## src/rtl/tick_gen_multi.sv

```systemverilog
// Programmable base tick plus NUM_STAGES-1 cascaded decimated ticks, all
// phase-aligned to the base tick, each stage with a 50%-duty toggle output.

module tick_gen_stage #(
    parameter int STAGE_DIV = 10
) (
    input  logic clk,
    input  logic rst,
    input  logic clr,
    input  logic adv,
    output logic wrap
);
    localparam int CW = $clog2(STAGE_DIV);
    localparam logic [CW-1:0] LAST = CW'(STAGE_DIV - 1);

    logic [CW-1:0] cnt;

    // wrap is the carry into the next stage and this stage's tick request
    assign wrap = adv && (cnt == LAST);

    always_ff @(posedge clk or posedge rst) begin
        if (rst)      cnt <= '0;
        else if (clr) cnt <= '0;
        else if (adv) cnt <= wrap ? '0 : cnt + 1'b1;
    end
endmodule

module tick_gen_multi #(
    parameter int CLK_HZ     = 100_000_000,
    parameter int BASE_HZ    = 1_000,
    parameter int DIV_W      = 27,
    parameter int NUM_STAGES = 4,
    parameter int STAGE_DIV  = 10
) (
    input  logic                  clk,
    input  logic                  rst,
    input  logic                  i_en,
    input  logic                  i_clr,
    input  logic                  i_div_we,
    input  logic [DIV_W-1:0]      i_div,
    output logic [NUM_STAGES-1:0] o_tick,
    output logic [NUM_STAGES-1:0] o_wave,
    output logic [DIV_W-1:0]      o_div_act
);
    localparam logic [DIV_W-1:0] DEFAULT_DIV = DIV_W'(CLK_HZ / BASE_HZ);

    logic [DIV_W-1:0]      cnt;
    logic [DIV_W-1:0]      shadow;
    logic [DIV_W-1:0]      div_new;
    logic                  pending;
    logic [NUM_STAGES-1:0] wrap;

    assign div_new = (i_div == '0) ? DIV_W'(1) : i_div;
    assign wrap[0] = i_en && (cnt == o_div_act - DIV_W'(1));

    for (genvar k = 1; k < NUM_STAGES; k++) begin : g_stage
        tick_gen_stage #(.STAGE_DIV(STAGE_DIV)) u_stage (
            .clk  (clk),
            .rst  (rst),
            .clr  (i_clr),
            .adv  (wrap[k-1]),
            .wrap (wrap[k])
        );
    end

    // wrap is all-zero while disabled, so ticks drop and waves hold
    always_ff @(posedge clk or posedge rst) begin
        if (rst) begin
            cnt    <= '0;
            o_tick <= '0;
            o_wave <= '0;
        end else if (i_clr) begin
            cnt    <= '0;
            o_tick <= '0;
            o_wave <= '0;
        end else begin
            o_tick <= wrap;
            o_wave <= o_wave ^ wrap;
            if (i_en) cnt <= wrap[0] ? '0 : cnt + 1'b1;
        end
    end

    // A new divisor only lands on a wrap (or clear), so no period is cut short.
    always_ff @(posedge clk or posedge rst) begin
        if (rst) begin
            o_div_act <= DEFAULT_DIV;
            shadow    <= DEFAULT_DIV;
            pending   <= 1'b0;
        end else if (i_clr) begin
            pending <= 1'b0;
            if (i_div_we) begin
                o_div_act <= div_new;
                shadow    <= div_new;
            end else if (pending) begin
                o_div_act <= shadow;
            end
        end else begin
            if (wrap[0] && pending) begin
                o_div_act <= shadow;
                pending   <= 1'b0;
            end
            if (i_div_we) begin
                shadow  <= div_new;
                pending <= 1'b1;
            end
        end
    end
endmodule

```

## config.mk

```make
export PLATFORM = sky130hd
export DESIGN_NAME = tick_gen_multi
export DESIGN_NICKNAME = d
export VERILOG_FILES = /design/src/rtl/tick_gen_multi.sv
export SDC_FILE = /design/constraint.sdc
export NUM_CORES = 1
export LEC_CHECK = 0
export CORE_UTILIZATION = 45
export DETAILED_ROUTE_END_ITERATION = 8
export PLACE_DENSITY = 0.73
export RECOVER_POWER = 50
export SETUP_SLACK_MARGIN = 0.1
export SYNTH_ARGS = -nofsm -noshare
export SYNTH_HDL_FRONTEND = slang
export SYNTH_SLANG_ARGS = --single-unit
```

## constraint.sdc

```tcl
create_clock -name clk -period 3.85 [get_ports clk]
set_clock_uncertainty 0.1 [all_clocks]
set_input_delay 0.77 -clock clk [delete_from_list [all_inputs] [get_ports clk]]
set_output_delay 0.77 -clock clk [all_outputs]
set_load 0.01 [all_outputs]
```

==> impl_metrics.ini, run 1 <==
[worst_setup_path]
max_stage_delay_ns = 0.57
cp-startpoint = o_div_act[7]
worstSetupPathType = reg -> reg
cp.required_ns = 4.02
worstPathCellList = or4_4 > or4b_4 > or4_4 > a2111oi_4 > and4_4 > nand4_1 > buf_6 > or4b_1 > a31oi_1
crit_top_cell = or4_4
worstReg2RegStart = o_div_act[7]
cp_max_fo = 6
crit_slowest_cell = or4b_4
cp_data_arrival_time_ns = 3.84
startpoint_type = flop
crit_path_end_kind = flop

[pwr]
power.switching_uw = 764.8
vdd_drop_max_mv = 0.2557
power_frac_clock_pct = 35.0
seqPwrFrac_pct = 44.1
power_density_nw_per_um2 = 385.9
p_leak_uw = 0.003140
pwr-share-comb_pct = 20.9
intPower_uw = 2028
p_sw_share_pct = 27.39

[synthesis]
ys_warn_count = 0
ys_seq_elements = 102
ys_seq_area_share_pct = 44.77
avgSynthCellArea_um2 = 9.370
synth_edf_count = 0
synth_async_sr_flop_share_pct = 100.0
synth_nets = 652
ys_types = 59
synthCells = 612
synthesis.area_um2 = 5734
synth_flop_cell = dfrtp_1

[timing]
finalHoldViolations = 0
finalSetupViolCount = 0
whs_ns = 0.3816
finalMaxSlewViolations = 86
relSlewSlack_pct = -35.97
fmax_ghz = 0.2729
timing.final.crit_share_pct = 95.17
final.min_clock_period_ns = 3.664
grt_setup_unrepaired = yes
worst_slew_pin_slew_ns = 2.028
finalSetupTns_ns = 0

[grt]
antenna_found_initial = 0
grt_max_degree = 56
gr-total-overflow = 0
grt_pass1_vias = 4695
track_usage_pct = 23.26
grt_first_pass_wirelength_mm = 23.80

[routing]
vias = 5017
wl_met2_mm = 7.126
vias_per_cell = 5.793
drt-pass1-iter-count = 5
wl_met3_um = 692
route.detailed.drc = 0
wirelength_mm = 14.58
drtIter0Drc = 356
dr.max_layer_used = met4
ant_nets = 0
wl_per_cell_um = 16.84
drt-met1-wl_mm = 6.380

[layout]
layout_commonest_cell = dfrtp_1
area_growth_pct = 26.21
fin_cells = 866
antenna_cells = 0
n_fill_cell = 1028
final_core_util_pct = 59.26
design_area_um2 = 7237
final_cell_mix = dfrtp_1 (89), nor2_1 (58), clkdlybuf4s50_1 (51)
fin_nets = 733
drive_gt1_share_pct = 13.04

[cts]
clkTransAtPathRegs_ns = 0.07
cts_buffer_depth = 2
cts_max_level = 3
cts.sink_count = 102
cts_root_buffer = clkbuf_16
clock_latency_ns = 0.35
cts_buffers = 9
cts_tree = done

[floorplanning]
core_um2 = 12210
chipHeight_um = 114.9
die_w_um = 114.9
die_area_um2 = 13200
initial_core_util_pct = 46.96
rows = 40
io_pins = 67

[placed_design]
placed_area_um2 = 6749
hpwlAfterDp_mm = 10.24
numPortBuffers = 66
place_congestion = 0.8826
dp.cells = 843

[worst_hold_path]
hp-start = shadow[7]
hp-class = reg -> reg

[flow_run]
cap_violations = 2

[status]
failed_checks = capacitance limit, slew limit
outcome = complete, but fails checks
-- cell type report --
cell class | count | area (µm²) | share of cell area [%]
Clock buffer | 13 | 250.2 | 3.458
Clock inverter | 3 | 68.82 | 0.9509
Inverter | 40 | 151.4 | 2.092
Multi-Input combinational cell | 435 | 2922 | 40.37
Sequential cell | 102 | 2569 | 35.49
Tap cell | 168 | 210.2 | 2.905
Timing Repair Buffer | 105 | 1066 | 14.73
-- power groups by stage --
stage / clock network, µW / logic [µW] / registers, µW
final: 977 / 583 / 1230
after global routing: 1030 / 635 / 1240
after CTS: 992 / 569 / 1230
after detailed placement: 0 / 565 / 1250
after global placement: 0 / 551 / 1250
after floorplan: 0 / 292 / 1260
-- stage by stage --
step | total power (µW) | worst slack [ns]
3_5_place_dp | 1813 | 0.01827
6_report | 2792 | 0.1860
5_1_grt | 2904 | 0.05531
2_1_floorplan | 1547 | 0.09364
3_3_place_gp | 1796 | 0.1200
4_1_cts | 2790 | 0.1115
-- path summary, 6_finish.rpt --
path | end | slack [ns] | cells after the start
max in group asynchronous | o_div_act[8] | 0.72 | 3
setup / recovery | g_stage[3].u_stage.cnt[3] | 0.19 | 9
hold / removal | shadow[7] | 0.38 | 2
hold reg to reg | shadow[7] | 0.38 | 2
min in group asynchronous | g_stage[1].u_stage.cnt[1] | 1.29 | 2
setup reg to reg | g_stage[3].u_stage.cnt[3] | 0.19 | 9
-- layer usage --
layer / global-route usage [%] / up-vias
met3: 3.321 / 33
met2: 38.11 / 153
met4: 9.870 / 0
li1: - / 2369
met5: 0 / -
met1: 30.92 / 2462
-- critical path: cells and delay by family, from the launching register on --
| kind | cells | cell delay, ns |
|---|---|---|
| AO/OA/AOI/OAI | 2 | 0.48 |
| AND/OR/NAND/NOR | 6 | 2.49 |
| buffers and inverters | 1 | 0.16 |
| flip-flops | 1 | 0.37 |
-- repair_timing --
action / in CTS / in global routing
setup buffers: 1 / 3
setup endpoints to repair: 5 / 37
gates resized for setup: 2 / 15
pin swaps: 2 / 15
hold buffers: 0 / 0
cloned: 0 / 3
-- cells by family after synthesis --
kind of cell / after synthesis / share of synthesized area, %
buffers and inverters: 75 / 5.455
adder cells (fa/ha/maj): 8 / 1.746
flip-flops: 102 / 44.77
AO/OA/AOI/OAI: 116 / 15.03
AND/OR/NAND/NOR: 249 / 23.22
XOR/XNOR: 53 / 8.095
multiplexers: 9 / 1.680
-- flip-flops by register name, indices dropped and copies added (netlist names) --
register	flops
pending	1
cnt	27
g_stage.u_stage.cnt	12
shadow	27
o_tick	4
o_wave	4
o_div_act	27
-- synth_stat cells, types with 12 or more instances --
master,n,share of area (%)
or4_1,12,1.6
clkbuf_1,26,1.7
nand3_1,14,1.2
xnor2_1,26,4.0
dfrtp_1,90,39
nor2_1,58,3.8
dfstp_2,12,5.5
o21ai_0,36,3.1
xor2_1,27,4.1
and3_1,34,3.7
nor4_1,14,1.5
inv_1,40,2.6
a221o_1,26,4.5
a21oi_1,16,1.4
nand2_1,50,3.3
No activity file was read; power rests on OpenSTA's default activity.
==> run 2: changes to the inputs <==
--- a/config.mk
+++ b/config.mk
@@ -5,10 +5,11 @@
 export SDC_FILE = /design/constraint.sdc
 export NUM_CORES = 1
 export LEC_CHECK = 0
-export CORE_UTILIZATION = 45
+export CORE_UTILIZATION = 35
 export DETAILED_ROUTE_END_ITERATION = 8
-export PLACE_DENSITY = 0.73
+export PLACE_DENSITY = 0.6
 export RECOVER_POWER = 50
+export REMOVE_ABC_BUFFERS = 1
 export SETUP_SLACK_MARGIN = 0.1
 export SYNTH_ARGS = -nofsm -noshare
 export SYNTH_HDL_FRONTEND = slang
==> run 2 against run 1 <==
Effect of this change:
- the run still ends with capacitance limit, slew limit left
- sequential power is essentially flat
- maximum frequency down 1.2%
- critical endpoint is now o_div_act[13]
- die area grew 28%
- clock power shrank 2.9%
- worst hold slack worse by 0.0080 ns
- flip-flop and latch count stayed put
- highest routed layer unchanged
- sequential share of layout area decreased by 0.67 points
- wire length increased by 11%
- global-route usage shrank 4.0 points
- critical path depth unchanged
- non-clock buffer count up 12
==> impl_metrics.ini, run 2 (synthesized netlist as in run 1, its figures left out) <==
[cts]
hold_buffers = 0
cts_buffers = 9
clock_latency_ns = 0.36
cts_root_buffer = clkbuf_16
cts_tree = done
cts_buffer_depth = 2
clkTransAtPathRegs_ns = 0.07
cts.sink_count = 102
cts_max_level = 3

[routing]
vias = 4987
route.detailed.drc = 0
wirelength_mm = 16.16
ant_nets = 0
wl_per_cell_um = 17.45
drt-pass1-iter-count = 5
vias_per_cell = 5.386
drtIter0Drc = 420

[worst_setup_path]
r2r_end = o_div_act[13]
crit_path_end_kind = flop
cp.required_ns = 3.99
cp_max_fo = 13
reg2reg_depth = 9
cp_data_arrival_time_ns = 3.85
worstSetupPathType = reg -> reg
regToRegSetupSlack_ns = 0.14
startpoint_type = flop
worstReg2RegStart = o_div_act[8]

[timing]
final.min_clock_period_ns = 3.707
finalSetupViolCount = 0
grt_setup_unrepaired = yes
relSlewSlack_pct = -12.31
worst_slew_pin_slew_ns = 1.675
finalMaxSlewViolations = 75
finalHoldViolations = 0
fmax_ghz = 0.2698
whs_ns = 0.3736
timing.final.crit_share_pct = 96.28

[layout]
drive_gt1_share_pct = 14.93
layout_commonest_cell = dfrtp_1
area_growth_pct = 28.56
antenna_cells = 0
fin_nets = 745
final_core_util_pct = 46.24
final_cell_mix = dfrtp_1 (90), nor2_1 (58), clkdlybuf4s50_1 (51)
largestRegisters = cnt: 27 flops, o_div_act: 27 flops, shadow: 27 flops

[floorplanning]
initial_core_util_pct = 35.97
io_pins = 67
chipHeight_um = 130
die_area_um2 = 16900
rows = 46
core_um2 = 15940
die_w_um = 130

[grt]
grt_pass1_vias = 4680
grt_max_degree = 66
antenna_found_initial = 0
track_usage_pct = 19.29
gr-total-overflow = 0
grt_first_pass_wirelength_mm = 24.79

[placed_design]
hpwlAfterDp_mm = 11.11
place_congestion = 0.8543
numPortBuffers = 66

[worst_hold_path]
min_path_cells = 2
hp-start = shadow[7]
hold_end = shadow[7]
hp-class = reg -> reg

[pwr]
p_leak_uw = 0.003191
power_density_nw_per_um2 = 378.4
vdd_drop_max_mv = 0.2162

[status]
failed_checks = capacitance limit, slew limit
outcome = complete, but fails checks

[flow_run]
cap_violations = 2
run 2: cell count changes in the layout (fill, tap and decap cells not counted), moves of 2 or more:
cell / change
buf_4: +12
clkbuf_1: -2
inv_6: +2
or4_1: -2
or4_4: +2
run 2: worst max-delay path: stages, from the launching register on:
cell       delay, ns
dfrtp_1         0.38
or4_4           0.52
or4b_4          0.53
or4_4           0.52
a2111oi_4       0.36
and4_4          0.30
nand3_4         0.09
o211a_4         0.28
buf_12          0.16
a221o_1         0.35
run 2: power by group:
group	internal, µW	total [µW]	leakage [µW]	switching, µW
clock network	516	949	0.000150	432
logic	300	622	0.00173	322
registers	1150	1220	0.00131	67.0
run 2: worst max path at each step:
stage / from / to / slack [ns] / cells after the start
6_report: o_div_act[8] / o_div_act[13] / 0.14 / 9
5_1_grt: i_div_we / o_div_act[1] / 0.03 / 8
4_1_cts: o_div_act[8] / o_div_act[13] / 0.11 / 9
3_5_place_dp: o_div_act[8] / g_stage[3].u_stage.cnt[3] / -0.07 / 8
3_3_place_gp: o_div_act[7] / g_stage[3].u_stage.cnt[3] / 0.02 / 8
2_1_floorplan: o_div_act[8] / o_div_act[11] / -0.25 / 8
run 2: final cells by class:
| cell class | count | area [µm²] |
|---|---|---|
| Clock inverter | 6 | 76.32 |
| Fill cell | 1512 | 8571 |
| Tap cell | 216 | 270.3 |
| Inverter | 40 | 151.4 |
| Clock buffer | 10 | 229.0 |
| Timing Repair Buffer | 117 | 1161 |
| Sequential cell | 102 | 2567 |
| Multi-Input combinational cell | 435 | 2917 |
run 2: through the flow:
| stage | setup WS (ns) | total power, µW | area [µm²] | cells | TNS [ns] |
|---|---|---|---|---|---|
| 2_1_floorplan | -0.2485 | 1523 | 5572 | 577 | -7.458 |
| 3_3_place_gp | 0.02188 | 1821 | 6833 | 896 | 0 |
| 3_5_place_dp | -0.07156 | 1834 | 6833 | 896 | -0.2517 |
| 4_1_cts | 0.1136 | 2784 | 7173 | 914 | 0 |
| 5_1_grt | 0.02773 | 2910 | 7372 | 926 | 0 |
| 6_report | 0.1433 | 2789 | 7372 | 926 | 0 |
run 2: layer usage:
layer  track usage (%)  vias up  part of all wire (%)
met3             2.583       13                   3.4
met5                 0        -                     0
met2             30.67       91                    49
met4             7.934        0                   1.6
met1             26.54     2496                    46
li1                  -     2387                     -
run 2: timing repair:
action | in CTS | in global routing
buffers inserted | 2 | 7
setup endpoints to repair | 33 | 36
resized for setup | 5 | 12
gates cloned | 0 | 5
pin swaps | 4 | 13
